===== config.mk =====
export PLATFORM = sky130hd
export DESIGN_NAME = mem_access_stage_flat
export DESIGN_NICKNAME = d
export VERILOG_FILES = /design/src/rtl/mem_access_stage_if.sv /design/src/rtl/mem_access_stage.sv /design/src/flat_wrapper.sv
export SDC_FILE = /design/constraint.sdc
export NUM_CORES = 1
export LEC_CHECK = 0
export BUFFER_PORTS_ARGS = -buffer_cell sky130_fd_sc_hd__buf_2
export CAP_MARGIN = 20
export CORE_MARGIN = 4
export CORE_UTILIZATION = 51
export CTS_BUF_LIST = sky130_fd_sc_hd__clkbuf_8 sky130_fd_sc_hd__clkbuf_16
export CTS_CLUSTER_DIAMETER = 150
export DETAILED_ROUTE_END_ITERATION = 12
export GPL_TIMING_DRIVEN = 0
export PLACE_DENSITY = 0.8
export SYNTH_ARGS = -nofsm -noshare
export SYNTH_HDL_FRONTEND = slang
export SYNTH_SLANG_ARGS = --single-unit

===== constraint.sdc =====
create_clock -name clk -period 1.6 [get_ports clk]
set_input_delay 0.32 -clock clk [delete_from_list [all_inputs] [get_ports clk]]
set_output_delay 0.32 -clock clk [all_outputs]
set_load 0.005 [all_outputs]

===== src/rtl/mem_access_stage_if.sv =====
// rtl/mem_access_stage_if.sv - data-memory request/response bus for the MEM stage
interface mem_access_stage_if;
    logic        mem_req;
    logic        mem_we;
    logic [15:0] mem_addr;
    logic [15:0] mem_wdata;
    logic [15:0] mem_rdata;
    logic        mem_ack;

    modport master (
        output mem_req, mem_we, mem_addr, mem_wdata,
        input  mem_rdata, mem_ack
    );

    modport slave (
        input  mem_req, mem_we, mem_addr, mem_wdata,
        output mem_rdata, mem_ack
    );
endinterface


===== src/rtl/mem_access_stage.sv =====
// rtl/mem_access_stage.sv - pipeline MEM stage: issues data-memory accesses and registers the MEM/WB payload
module mem_access_stage (
    input  logic                       clk,
    input  logic                       rst,
    input  logic [15:0]                write_back_ctrl_sgnl,
    input  logic [15:0]                memory_ctrl_sgnl,
    input  logic [15:0]                alu_result_top_half,
    input  logic [15:0]                alu_result_bottom_half,
    input  logic [15:0]                inst_buff_in,
    mem_access_stage_if.master         mem_bus,
    output logic                       stall,
    output logic [15:0]                wb_ctrl_out,
    output logic [15:0]                read_data_out,
    output logic [15:0]                alu_result_out,
    output logic [15:0]                inst_out,
    output logic                       valid_out,
    output logic                       mem_err
);

    typedef enum logic {IDLE = 1'b0, ACCESS = 1'b1} state_t;

    state_t      r_state, w_next_state;
    logic [3:0]  r_wait_cnt;
    logic [15:0] r_wb_lat, r_alu_lat, r_inst_lat;
    logic        r_mem_req, r_mem_we;
    logic [15:0] r_mem_addr, r_mem_wdata;
    logic [15:0] r_wb_ctrl, r_read_data, r_alu_result, r_inst;
    logic        r_valid, r_mem_err;

    logic w_is_mem_op;
    logic w_timeout;
    logic w_unused_ctrl;

    assign w_is_mem_op   = memory_ctrl_sgnl[0] | memory_ctrl_sgnl[1];
    // Ack wins over timeout, so the timeout only fires when ack is absent.
    assign w_timeout     = (r_wait_cnt == 4'hF) && !mem_bus.mem_ack;
    assign w_unused_ctrl = ^memory_ctrl_sgnl[15:2];

    always_ff @(posedge clk or negedge rst) begin
        if (!rst) begin
            r_state <= IDLE;
        end else begin
            r_state <= w_next_state;
        end
    end

    always_comb begin
        w_next_state = r_state;
        case (r_state)
            IDLE:    if (w_is_mem_op) w_next_state = ACCESS;
            ACCESS:  if (mem_bus.mem_ack || w_timeout) w_next_state = IDLE;
            default: w_next_state = IDLE;
        endcase
    end

    always_ff @(posedge clk or negedge rst) begin
        if (!rst) begin
            r_wait_cnt   <= 4'h0;
            r_wb_lat     <= 16'h0;
            r_alu_lat    <= 16'h0;
            r_inst_lat   <= 16'h0;
            r_mem_req    <= 1'b0;
            r_mem_we     <= 1'b0;
            r_mem_addr   <= 16'h0;
            r_mem_wdata  <= 16'h0;
            r_wb_ctrl    <= 16'h0;
            r_read_data  <= 16'h0;
            r_alu_result <= 16'h0;
            r_inst       <= 16'h0;
            r_valid      <= 1'b0;
            r_mem_err    <= 1'b0;
        end else begin
            r_valid <= 1'b0;
            case (r_state)
                IDLE: begin
                    if (w_is_mem_op) begin
                        r_wb_lat    <= write_back_ctrl_sgnl;
                        r_alu_lat   <= alu_result_bottom_half;
                        r_inst_lat  <= inst_buff_in;
                        r_mem_req   <= 1'b1;
                        r_mem_we    <= memory_ctrl_sgnl[1];
                        r_mem_addr  <= alu_result_bottom_half;
                        r_mem_wdata <= alu_result_top_half;
                        r_wait_cnt  <= 4'h0;
                    end else begin
                        r_wb_ctrl    <= write_back_ctrl_sgnl;
                        r_alu_result <= alu_result_bottom_half;
                        r_inst       <= inst_buff_in;
                        r_valid      <= 1'b1;
                    end
                end
                ACCESS: begin
                    if (mem_bus.mem_ack) begin
                        r_mem_req    <= 1'b0;
                        r_mem_we     <= 1'b0;
                        r_wb_ctrl    <= r_wb_lat;
                        r_alu_result <= r_alu_lat;
                        r_inst       <= r_inst_lat;
                        if (!r_mem_we) r_read_data <= mem_bus.mem_rdata;
                        r_valid      <= 1'b1;
                    end else if (w_timeout) begin
                        // Poisoned result: write-back suppressed, data marked all-ones.
                        r_mem_req    <= 1'b0;
                        r_mem_we     <= 1'b0;
                        r_mem_err    <= 1'b1;
                        r_read_data  <= 16'hFFFF;
                        r_wb_ctrl    <= 16'h0000;
                        r_alu_result <= r_alu_lat;
                        r_inst       <= r_inst_lat;
                        r_valid      <= 1'b1;
                    end else begin
                        r_wait_cnt <= r_wait_cnt + 4'h1;
                    end
                end
                default: ;
            endcase
        end
    end

    assign stall             = (r_state == ACCESS);
    assign mem_bus.mem_req   = r_mem_req;
    assign mem_bus.mem_we    = r_mem_we;
    assign mem_bus.mem_addr  = r_mem_addr;
    assign mem_bus.mem_wdata = r_mem_wdata;
    assign wb_ctrl_out       = r_wb_ctrl;
    assign read_data_out     = r_read_data;
    assign alu_result_out    = r_alu_result;
    assign inst_out          = r_inst;
    assign valid_out         = r_valid;
    assign mem_err           = r_mem_err;

endmodule


===== src/flat_wrapper.sv =====
// flat-port wrapper written by rule: the top's interface ports become plain ports
module mem_access_stage_flat 
  (clk, rst, write_back_ctrl_sgnl, memory_ctrl_sgnl, alu_result_top_half, alu_result_bottom_half, inst_buff_in, stall, wb_ctrl_out, read_data_out, alu_result_out, inst_out, valid_out, mem_err, mem_bus_mem_req, mem_bus_mem_we, mem_bus_mem_addr, mem_bus_mem_wdata, mem_bus_mem_rdata, mem_bus_mem_ack);
  mem_access_stage_if mem_bus_i ();
  input  logic clk;
  input  logic rst;
  input  logic [15:0] write_back_ctrl_sgnl;
  input  logic [15:0] memory_ctrl_sgnl;
  input  logic [15:0] alu_result_top_half;
  input  logic [15:0] alu_result_bottom_half;
  input  logic [15:0] inst_buff_in;
  output logic stall;
  output logic [15:0] wb_ctrl_out;
  output logic [15:0] read_data_out;
  output logic [15:0] alu_result_out;
  output logic [15:0] inst_out;
  output logic valid_out;
  output logic mem_err;
  output wire logic [$bits(mem_bus_i.mem_req)-1:0] mem_bus_mem_req;
  output wire logic [$bits(mem_bus_i.mem_we)-1:0] mem_bus_mem_we;
  output wire logic [$bits(mem_bus_i.mem_addr)-1:0] mem_bus_mem_addr;
  output wire logic [$bits(mem_bus_i.mem_wdata)-1:0] mem_bus_mem_wdata;
  input wire logic [$bits(mem_bus_i.mem_rdata)-1:0] mem_bus_mem_rdata;
  input wire logic [$bits(mem_bus_i.mem_ack)-1:0] mem_bus_mem_ack;
  assign mem_bus_mem_req = mem_bus_i.mem_req;
  assign mem_bus_mem_we = mem_bus_i.mem_we;
  assign mem_bus_mem_addr = mem_bus_i.mem_addr;
  assign mem_bus_mem_wdata = mem_bus_i.mem_wdata;
  assign mem_bus_i.mem_rdata = mem_bus_mem_rdata;
  assign mem_bus_i.mem_ack = mem_bus_mem_ack;
  mem_access_stage u_core (.clk(clk), .rst(rst), .write_back_ctrl_sgnl(write_back_ctrl_sgnl), .memory_ctrl_sgnl(memory_ctrl_sgnl), .alu_result_top_half(alu_result_top_half), .alu_result_bottom_half(alu_result_bottom_half), .inst_buff_in(inst_buff_in), .mem_bus(mem_bus_i), .stall(stall), .wb_ctrl_out(wb_ctrl_out), .read_data_out(read_data_out), .alu_result_out(alu_result_out), .inst_out(inst_out), .valid_out(valid_out), .mem_err(mem_err));
endmodule

After elaboration in Yosys (flattened, before gate mapping)
Index checks and enable logic that the tools add are counted.
{"block": "op_classes", "n_addsub": 1, "n_eq_ne": 7, "muxes": 32, "n_bitwise": 3, "reduce_logical": 10}
{"cell": "two-way mux 16 bit", "count": 12}
{"cell": "one-hot mux 16 bit (2 select lines)", "count": 3}
{"cell": "two-way mux 4 bit", "count": 3}
{"cell": "two-way mux 1 bit", "count": 9}
{"cell": "AND reduction 3 bit", "count": 3}
{"cell": "!= test 2 bit, second input constant", "count": 4}
{"cell": "one-hot mux 1 bit (2 select lines)", "count": 4}
{"cell": "one-hot mux 4 bit (2 select lines)", "count": 1}
{"cell": "AND reduction 2 bit", "count": 3}
{"cell": "adder 4 x 1 -> 4 bit, second input constant", "count": 1}
{"cell": "equality test 4 bit, second input constant", "count": 1}
{"cell": "!= test 3 bit, second input constant", "count": 1}
{"cell": "!= test 2 x 1 -> 1 bit, second input constant", "count": 1}
{"cell": "NOT 1 bit", "count": 2}
{"cell": "nonzero test 2 bit", "count": 1}
{"cell": "logical AND 1 bit", "count": 1}
{"cell": "logical NOT 1 bit", "count": 1}
{"cell": "logical OR 1 bit", "count": 1}
{"cell": "OR 1 bit", "count": 1}
{"block": "totals", "ff_bits": 137}

Logic depth before layout (Yosys ltp)
Gate-level depths: netlist (run 1).
{"block": "depth", "depth_word": 5, "mapped_depth": 7, "depth_no_buf": 4}

Least setup slack after synthesis (run 1)
OpenSTA, ideal clock, no wires.
{"block": "synth_timing", "path_kind": "register to register", "startpoint": "register u_core.r_state, in the netlist u_core.stall", "endpoint": "register u_core.r_mem_wdata[10], in the netlist u_core.mem_bus.mem_wdata[10]", "setup_time_ns": 0.125, "arrival_time_ns": 1.367, "setup_slack_ns": 0.108, "path_stages_with_launch": 6, "n_path_buf": 3, "period_less_slack_ns": 1.492, "path_cell_list": "dfrtp_1 buf_2 o21bai_1 buf_2 buf_4 mux2_2"}
{"block": "synth_between", "elab_chain_len": 2}
{"item": "start, declared", "line_no": "mem_access_stage.sv:22", "text": "state_t r_state, w_next_state;"}
{"item": "start signal, assigned", "line_no": "mem_access_stage.sv:43", "text": "r_state <= w_next_state;"}
{"item": "NOT 1 bit (no source line)"}
{"item": "AND reduction 2 bit (no source line)"}
{"item": "end signal, assigned", "line_no": "mem_access_stage.sv:83", "text": "r_mem_wdata <= alu_result_top_half;"}
{"item": "end, declared", "line_no": "mem_access_stage.sv:26", "text": "logic [15:0] r_mem_addr, r_mem_wdata;"}
No other way between the ends.
A chain may end at the register's enable or synchronous reset.

Final worst setup path (run 1)
{"block": "layout_timing", "startpoint": "register u_core.r_state, in the netlist u_core.stall", "endpoint": "register u_core.r_alu_result[11], in the netlist u_core.alu_result_out[11]"}
{"block": "layout_between", "elab_chain_len": 3, "elab_cells_between_ends": 5, "cone_classes": "eq/ne: 2; mux: 1; bitwise: 1; reduce/logical: 1"}
{"item": "NOT 1 bit (no source line)"}
{"item": "!= test 2 bit (no source line)"}
{"item": "AND reduction 2 bit (no source line)"}
{"item": "end signal, assigned", "line_no": "mem_access_stage.sv:87", "text": "r_alu_result <= alu_result_bottom_half;"}
{"item": "end signal, assigned", "line_no": "mem_access_stage.sv:97", "text": "r_alu_result <= r_alu_lat;"}
{"item": "end signal, assigned", "line_no": "mem_access_stage.sv:108", "text": "r_alu_result <= r_alu_lat;"}
{"item": "end, declared", "line_no": "mem_access_stage.sv:27", "text": "logic [15:0] r_wb_ctrl, r_read_data, r_alu_result, r_inst;"}
Several ways; a longest one is shown, not always the timed one.

==> results of run 1 <==
-- registers in the layout (all words and copies together) (netlist names) --
register / flops
u_core.mem_bus.mem_wdata: 16
u_core.mem_bus.mem_req: 1
u_core.r_wb_lat: 16
u_core.r_inst_lat: 16
u_core.mem_bus.mem_we: 1
u_core.valid_out: 1
u_core.inst_out: 16
u_core.stall: 1
u_core.r_wait_cnt: 4
u_core.mem_err: 1
u_core.alu_result_out: 16
u_core.r_alu_lat: 16
u_core.wb_ctrl_out: 16
u_core.read_data_out: 16
-- critical path, delay by kind of cell (launching register included) --
family          cells  cell delay (ps)
simple gates        1              460
buf+inv             2              440
compound gates      2              180
flops               1              370
-- synthesized netlist by cell type (all sizes together) --
cell type,instances,area [um2]
or2,1,6.26
nand2,2,7.51
clkbuf,16,61.3
mux2i,33,330
mux2,64,721
o221a,32,360
nor2,36,135
a22oi,16,120
nand4b,1,8.76
or3,1,6.26
a21boi,1,11.3
o21bai,1,7.51
inv,4,15.0
a311oi,1,8.76
o21ai,3,18.8
o211ai,1,7.51
nand2b,2,12.5
a31oi,1,12.5
o2bb2ai,1,8.76
nand3b,1,7.51
ha,1,12.5
o22a,16,140
dfrtp,137,3430
nand3,4,20.0
and3,1,6.26
buf,27,171
o21a,1,7.51
nor2b,1,6.26
a21o,1,7.51
a21oi,35,250
nor4,32,200
-- path summary, 6_finish.rpt --
| check | endpoint | from | depth (start not counted) |
|---|---|---|---|
| worst max-delay path | u_core.alu_result_out[11]$_DFFE_PN0N_ | u_core.stall$_DFF_PN0_ | 5 |
| worst min-delay path | u_core.mem_bus.mem_wdata[13]$_DFFE_PN0P_ | alu_result_top_half[13] | 2 |
| worst max register to register | u_core.alu_result_out[11]$_DFFE_PN0N_ | u_core.stall$_DFF_PN0_ | 5 |
| worst min register to register | u_core.mem_err$_DFFE_PN0P_ | u_core.mem_err$_DFFE_PN0P_ | 1 |
| max in group asynchronous | u_core.wb_ctrl_out[7]$_DFFE_PN0N_ | rst | 3 |
| min in group asynchronous | u_core.inst_out[3]$_DFFE_PN0N_ | rst | 2 |
-- power breakdown --
| group | switching (mW) | internal (mW) | leakage, nW | total [mW] |
|---|---|---|---|---|
| sequential | 1.02 | 4.90 | 1.57 | 5.92 |
| clock | 1.47 | 2.31 | 0.278 | 3.78 |
| combinational | 2.14 | 2.60 | 1.83 | 4.75 |
| total | 4.63 | 9.81 | 3.69 | 14.4 |
-- area by class of cell --
type | count | area share (%)
Inverter | 4 | 0.186
Clock buffer | 18 | 5.43
Sequential cell | 137 | 42.4
Buffer | 43 | 3.86
Clock inverter | 14 | 1.64
Tap cell | 143 | 2.21
Timing Repair Buffer | 194 | 12.8
Multi-Input combinational cell | 290 | 31.5
-- logic make-up (layout without fill, tap and decap cells) --
group,after synthesis,after routing,synth area share (%)
AOI/OAI and AO/OA,110,110,15.7
muxes,97,97,17.2
and+or+nand+nor,82,82,6.81
DFF,137,137,56.0
adders and majority gates,1,1,0.205
buffers and inverters,47,273,4.05
-- through the flow --
| stage | power [mW] | TNS [ps] | utilization, % |
|---|---|---|---|
| detailed placement | 10.5 | -14840 | 62.7 |
| global placement | 10.1 | -221580 | 62.4 |
| CTS | 14.4 | 0 | 69.1 |
| floorplan | 8.34 | 0 | - |
| global route | 15.3 | -9.84 | 70.0 |
| finish | 14.4 | 0 | 70.0 |
-- layer usage --
layer	up-vias	routed length, um
li1	2228	-
met1	2472	6890
met2	194	8670
met3	20	1230
met4	0	222
met5	-	0
-- what timing repair did --
action	CTS	global route
hold buffers	1	0
setup buffers	7	1
endpoints found under the hold margin	69	0
pin swaps	1	1
cloned	1	0
gates resized for setup	28	24
setup endpoints to repair	92	113
==> flow_metrics.py, run 1 <==
metrics = {
    "pwr": {
        "leakage_nw": 3.69,
        "p_per_area_nw_per_um2": 1780,
        "peakVddDrop_mv": 0.916,
    },
    "global_route": {
        "use_met2_pct": 41.1,
        "busiest_layer": "met2",
        "grt-ovfl-total": 0,
        "grt_pass1_wl_mm": 27.7,
        "gr-usage-all-layers_pct": 24.9,
        "antenna_found_initial": 0,
        "use_met1_pct": 30.9,
        "first_global_vias": 5417,
        "grtUsageMet3_pct": 7.45,
        "grt_max_degree": 71,
    },
    "route": {
        "via_count": 4914,
        "drc": 0,
        "drt-pass1-iter-count": 4,
        "vias_per_cell": 5.83,
        "wl_mm": 17.0,
        "ant_nets": 0,
        "drt_iter0_markers": 288,
        "wl_per_cell_um": 20.2,
    },
    "yosys": {
        "syn_inst": 474,
        "syn_nets": 574,
        "netlist_area_um2": 6120,
        "ys_seq_area_share_pct": 56.0,
        "avgSynthCellArea_um2": 12.9,
        "ys_seq_elements": 137,
        "synth_cell_types": 39,
        "synth_warnings": 0,
    },
    "critical_path": {
        "ff2ff_setup_slack_ps": 30,
        "worstPathArrival_ps": 1880,
        "criticalPathCategory": "flip-flop to flip-flop",
        "crit_required_ps": 1910,
        "cp-start-kind": "flip-flop",
        "crit_fanout": 10,
        "cp-end-kind": "flip-flop",
        "crit_slowest_cell": "nor4_1",
        "crit_path_cell_trace": "buf_4, clkbuf_2, nor4_1, a21oi_2, o221a_2",
        "max_stage_delay_ps": 460,
    },
    "timing": {
        "finalMaxSlewViolations": 0,
        "period_minus_slack_ps": 1570,
        "hold_viol": 0,
        "whs_ps": 123,
        "finalCritPeriodShare_pct": 98.1,
        "final.setup_skew_ps": 9.79,
        "fin_ws_ps": 30.0,
        "tightestPinTransition_ps": 657,
        "fmax_mhz": 637,
        "relSlewSlack_pct": 56.2,
        "finalSetupViolations": 0,
    },
    "floorplan": {
        "core_um2": 11600,
        "num_io_pins": 200,
        "fp.dieW_um": 118,
        "start_util_pct": 52.9,
        "die_y_um": 118,
        "row_count": 39,
        "fp.dieArea_um2": 13800,
    },
    "clock_network": {
        "cts_root_buffer": "clkbuf_16",
        "cts_tree": "built",
        "clkSlewWorstSetupHoldPaths_ps": 60,
        "cts_buffers": 17,
        "ctsLongestPathBuffers": 2,
        "clk_latency_ps": 430,
        "cts.sinks": 137,
        "cts_max_level": 4,
    },
    "placement": {
        "dp.cells": 801,
        "globalplace.congestion": 0.826,
        "dp_slack_ps": -227,
        "io_buffer_count": 183,
        "place_area_um2": 7250,
        "hpwl_mm": 11.7,
    },
    "finish": {
        "nNetsFinal": 787,
        "final_cells": 843,
        "final_cell_mix": "buf_2, dfrtp_1, mux2_2",
        "drive_gt1_share_pct": 55.0,
        "area_delta_synth_final_pct": 32.3,
        "final_common_cell": "buf_2",
        "design_area_um2": 8090,
        "seqCellArea_um2": 3430,
        "diodes": 0,
        "nFillCells": 847,
        "multi_input_area_um2": 2550,
    },
    "flow_run": {
        "maxCapViolations": 0,
    },
    "status": {
        "outcome": "finished clean",
    },
    "min_path": {
        "hp-class": "input port to flip-flop",
    },
}
Power figures use the tool's default switching activity.
==> inputs of run 2 (changes only) <==
--- a/config.mk
+++ b/config.mk
@@ -5,15 +5,17 @@
 export SDC_FILE = /design/constraint.sdc
 export NUM_CORES = 1
 export LEC_CHECK = 0
+export ABC_AREA = 1
 export BUFFER_PORTS_ARGS = -buffer_cell sky130_fd_sc_hd__buf_2
 export CAP_MARGIN = 20
 export CORE_MARGIN = 4
-export CORE_UTILIZATION = 51
+export CORE_UTILIZATION = 40
 export CTS_BUF_LIST = sky130_fd_sc_hd__clkbuf_8 sky130_fd_sc_hd__clkbuf_16
 export CTS_CLUSTER_DIAMETER = 150
 export DETAILED_ROUTE_END_ITERATION = 12
+export GPL_ROUTABILITY_DRIVEN = 0
 export GPL_TIMING_DRIVEN = 0
-export PLACE_DENSITY = 0.8
+export PLACE_DENSITY = 0.66
 export SYNTH_ARGS = -nofsm -noshare
 export SYNTH_HDL_FRONTEND = slang
 export SYNTH_SLANG_ARGS = --single-unit
==> run 2 against run 1 <==
Against the previous run: fmax increased by 7.2%; register-to-register slack gained 110 ps; cell count grew 26%; critical path type unchanged; critical endpoint is now u_core.r_wb_lat[5]$_DFFE_PN0P_; largest cell class unchanged.
==> flow_metrics.py, run 2 <==
metrics = {
    "timing": {
        "period_minus_slack_ps": 1460,
        "finalSetupTns_ps": 0,
        "hold_viol": 0,
        "fin_ws_ps": 136,
        "relSlewSlack_pct": 62.2,
        "finalSetupViolations": 0,
        "fmax_mhz": 683,
        "tightestPinTransition_ps": 567,
        "finalCritPeriodShare_pct": 91.5,
        "final.setup_skew_ps": 5.11,
        "finalMaxSlewViolations": 0,
        "rsz0062_at_grt": "no",
    },
    "placement": {
        "dp_slack_ps": 24.5,
        "hpwl_mm": 10.9,
        "io_buffer_count": 185,
        "place_area_um2": 7110,
        "dp.cells": 1034,
    },
    "clock_network": {
        "cts_tree": "built",
        "cts_buffers": 17,
        "cts.sinks": 137,
        "clkSlewWorstSetupHoldPaths_ps": 60,
        "cts_max_level": 4,
        "cts_root_buffer": "clkbuf_16",
        "clk_latency_ps": 410,
        "ctsLongestPathBuffers": 2,
    },
    "route": {
        "wl_per_cell_um": 14.4,
        "vias_per_cell": 4.66,
        "drt_iter0_markers": 272,
        "drt-pass1-iter-count": 5,
        "via_count": 4946,
        "wl_mm": 15.3,
        "ant_nets": 0,
        "drc": 0,
    },
    "yosys": {
        "ys_seq_elements": 137,
        "yosysMostFrequentCell": "nand2_1",
        "synth_top_cells_by_area": "dfrtp_1, nand2_1, o21ai_0",
        "syn_nets": 764,
        "synth_warnings": 0,
        "syn_inst": 664,
        "synth-edff-count": 0,
        "netlist_area_um2": 5920,
        "avgSynthCellArea_um2": 8.91,
        "yosys.area.top_type_share_pct": 57.9,
        "ys_seq_area_share_pct": 57.9,
        "synth_cell_types": 24,
        "synth_async_sr_flop_share_pct": 100,
        "synth_ff_type": "dfrtp_1",
        "synth_top_area_cell": "dfrtp_1",
        "synthTopCellsByCount": "nand2_1, dfrtp_1, o21ai_0, inv_1, nor2_1",
    },
    "pwr": {
        "power.total_mw": 13.8,
        "peakVddDrop_mv": 0.844,
        "p_per_area_nw_per_um2": 1790,
        "leakage_nw": 4.19,
    },
    "global_route": {
        "grt-ovfl-total": 0,
        "antenna_found_initial": 0,
        "first_global_vias": 4767,
        "grt_pass1_wl_mm": 24.5,
        "grt_max_degree": 78,
        "gr-usage-all-layers_pct": 18.7,
    },
    "floorplan": {
        "num_io_pins": 200,
        "start_util_pct": 40.7,
        "die_y_um": 130,
        "fp.dieArea_um2": 16800,
        "fp.dieW_um": 130,
        "core_um2": 14500,
        "row_count": 44,
    },
    "finish": {
        "final_cells": 1062,
        "seqCellArea_um2": 3430,
        "nFillCells": 1430,
        "final_common_cell": "buf_2",
        "area_delta_synth_final_pct": 30.2,
        "nNetsFinal": 970,
        "multi_input_area_um2": 1910,
        "design_area_um2": 7710,
        "diodes": 0,
        "drive_gt1_share_pct": 33.6,
        "final_cell_mix": "buf_2, nand2_1, dfrtp_1",
    },
    "critical_path": {
        "cp-end-kind": "flip-flop",
        "crit_fanout": 10,
        "worstPathArrival_ps": 1750,
        "criticalPathCategory": "flip-flop to flip-flop",
        "crit_required_ps": 1880,
        "cp-start-kind": "flip-flop",
    },
    "status": {
        "outcome": "finished clean",
    },
    "min_path": {
        "hp-class": "input port to flip-flop",
    },
    "flow_run": {
        "maxCapViolations": 0,
    },
}
## run 2: worst paths after layout
kind | from | end | slack, ps | cells after the start
max in group asynchronous | rst | u_core.read_data_out[2]$_DFFE_PN0P_ | 350 | 3
setup reg to reg | u_core.stall$_DFF_PN0_ | u_core.r_wb_lat[5]$_DFFE_PN0P_ | 140 | 5
hold / removal | alu_result_top_half[13] | u_core.mem_bus.mem_wdata[13]$_DFFE_PN0P_ | 150 | 3
setup / recovery | u_core.stall$_DFF_PN0_ | u_core.r_wb_lat[5]$_DFFE_PN0P_ | 140 | 5
min in group asynchronous | rst | u_core.r_wb_lat[3]$_DFFE_PN0P_ | 450 | 2
hold reg to reg | u_core.mem_err$_DFFE_PN0P_ | u_core.mem_err$_DFFE_PN0P_ | 470 | 1
## run 2: routing by layer
metal  share of wire (%)  wire (um)  track usage [%]  vias to the layer above
li1                    -          -                -                     2471
met1                  44       6710             24.7                     2310
met5                   0          0                0                        -
met4                 1.7        257             6.23                        0
met3                 5.7        873             4.29                       24
met2                  49       7460             30.5                      141
## run 2: what timing repair did
item	in CTS	in global routing
gates resized for setup	0	13
endpoints found under the hold margin	60	0
setup buffers	0	0
hold buffers	1	0
setup endpoints to repair	0	54
## run 2: logic make-up after synthesis
logic type                 after synthesis  synth area share (%)
and+or+nand+nor                        242                  16.2
DFF                                    137                  57.9
adders and majority gates                1                 0.211
AOI/OAI and AO/OA                      162                  15.7
buffers and inverters                  122                  9.91
## run 2: worst max-delay path, cell delays in order (launching register included)
cell	delay, ps
dfrtp_1	440
inv_2	100
o21ai_4	140
buf_4	250
buf_2	280
a21oi_1	110
## run 2: where the power goes
| group | total [mW] | switching [mW] | internal [mW] |
|---|---|---|---|
| Combinational | 4.43 | 2.48 | 1.94 |
| Sequential | 5.62 | 0.758 | 4.87 |
| Clock | 3.78 | 1.33 | 2.44 |
| Total | 13.8 | 4.58 | 9.25 |
## run 2: cell type report
cell class / count / share of cell area [%]
buffer: 36 / 3.52
timing repair buffer: 187 / 12.6
clock inverter: 5 / 0.942
inverter: 86 / 4.22
tap: 184 / 2.99
sequential: 137 / 44.5
clock buffer: 22 / 6.41
multi-input combinational: 405 / 24.8
## run 2: through the flow
stage / util, % / hold WS, ps
2_1_floorplan: - / 24.4
4_1_cts: 52.9 / 134
5_1_grt: 53.0 / 137
3_5_place_dp: 48.9 / 335
3_3_place_gp: 48.7 / 450
6_report: 53.0 / 154
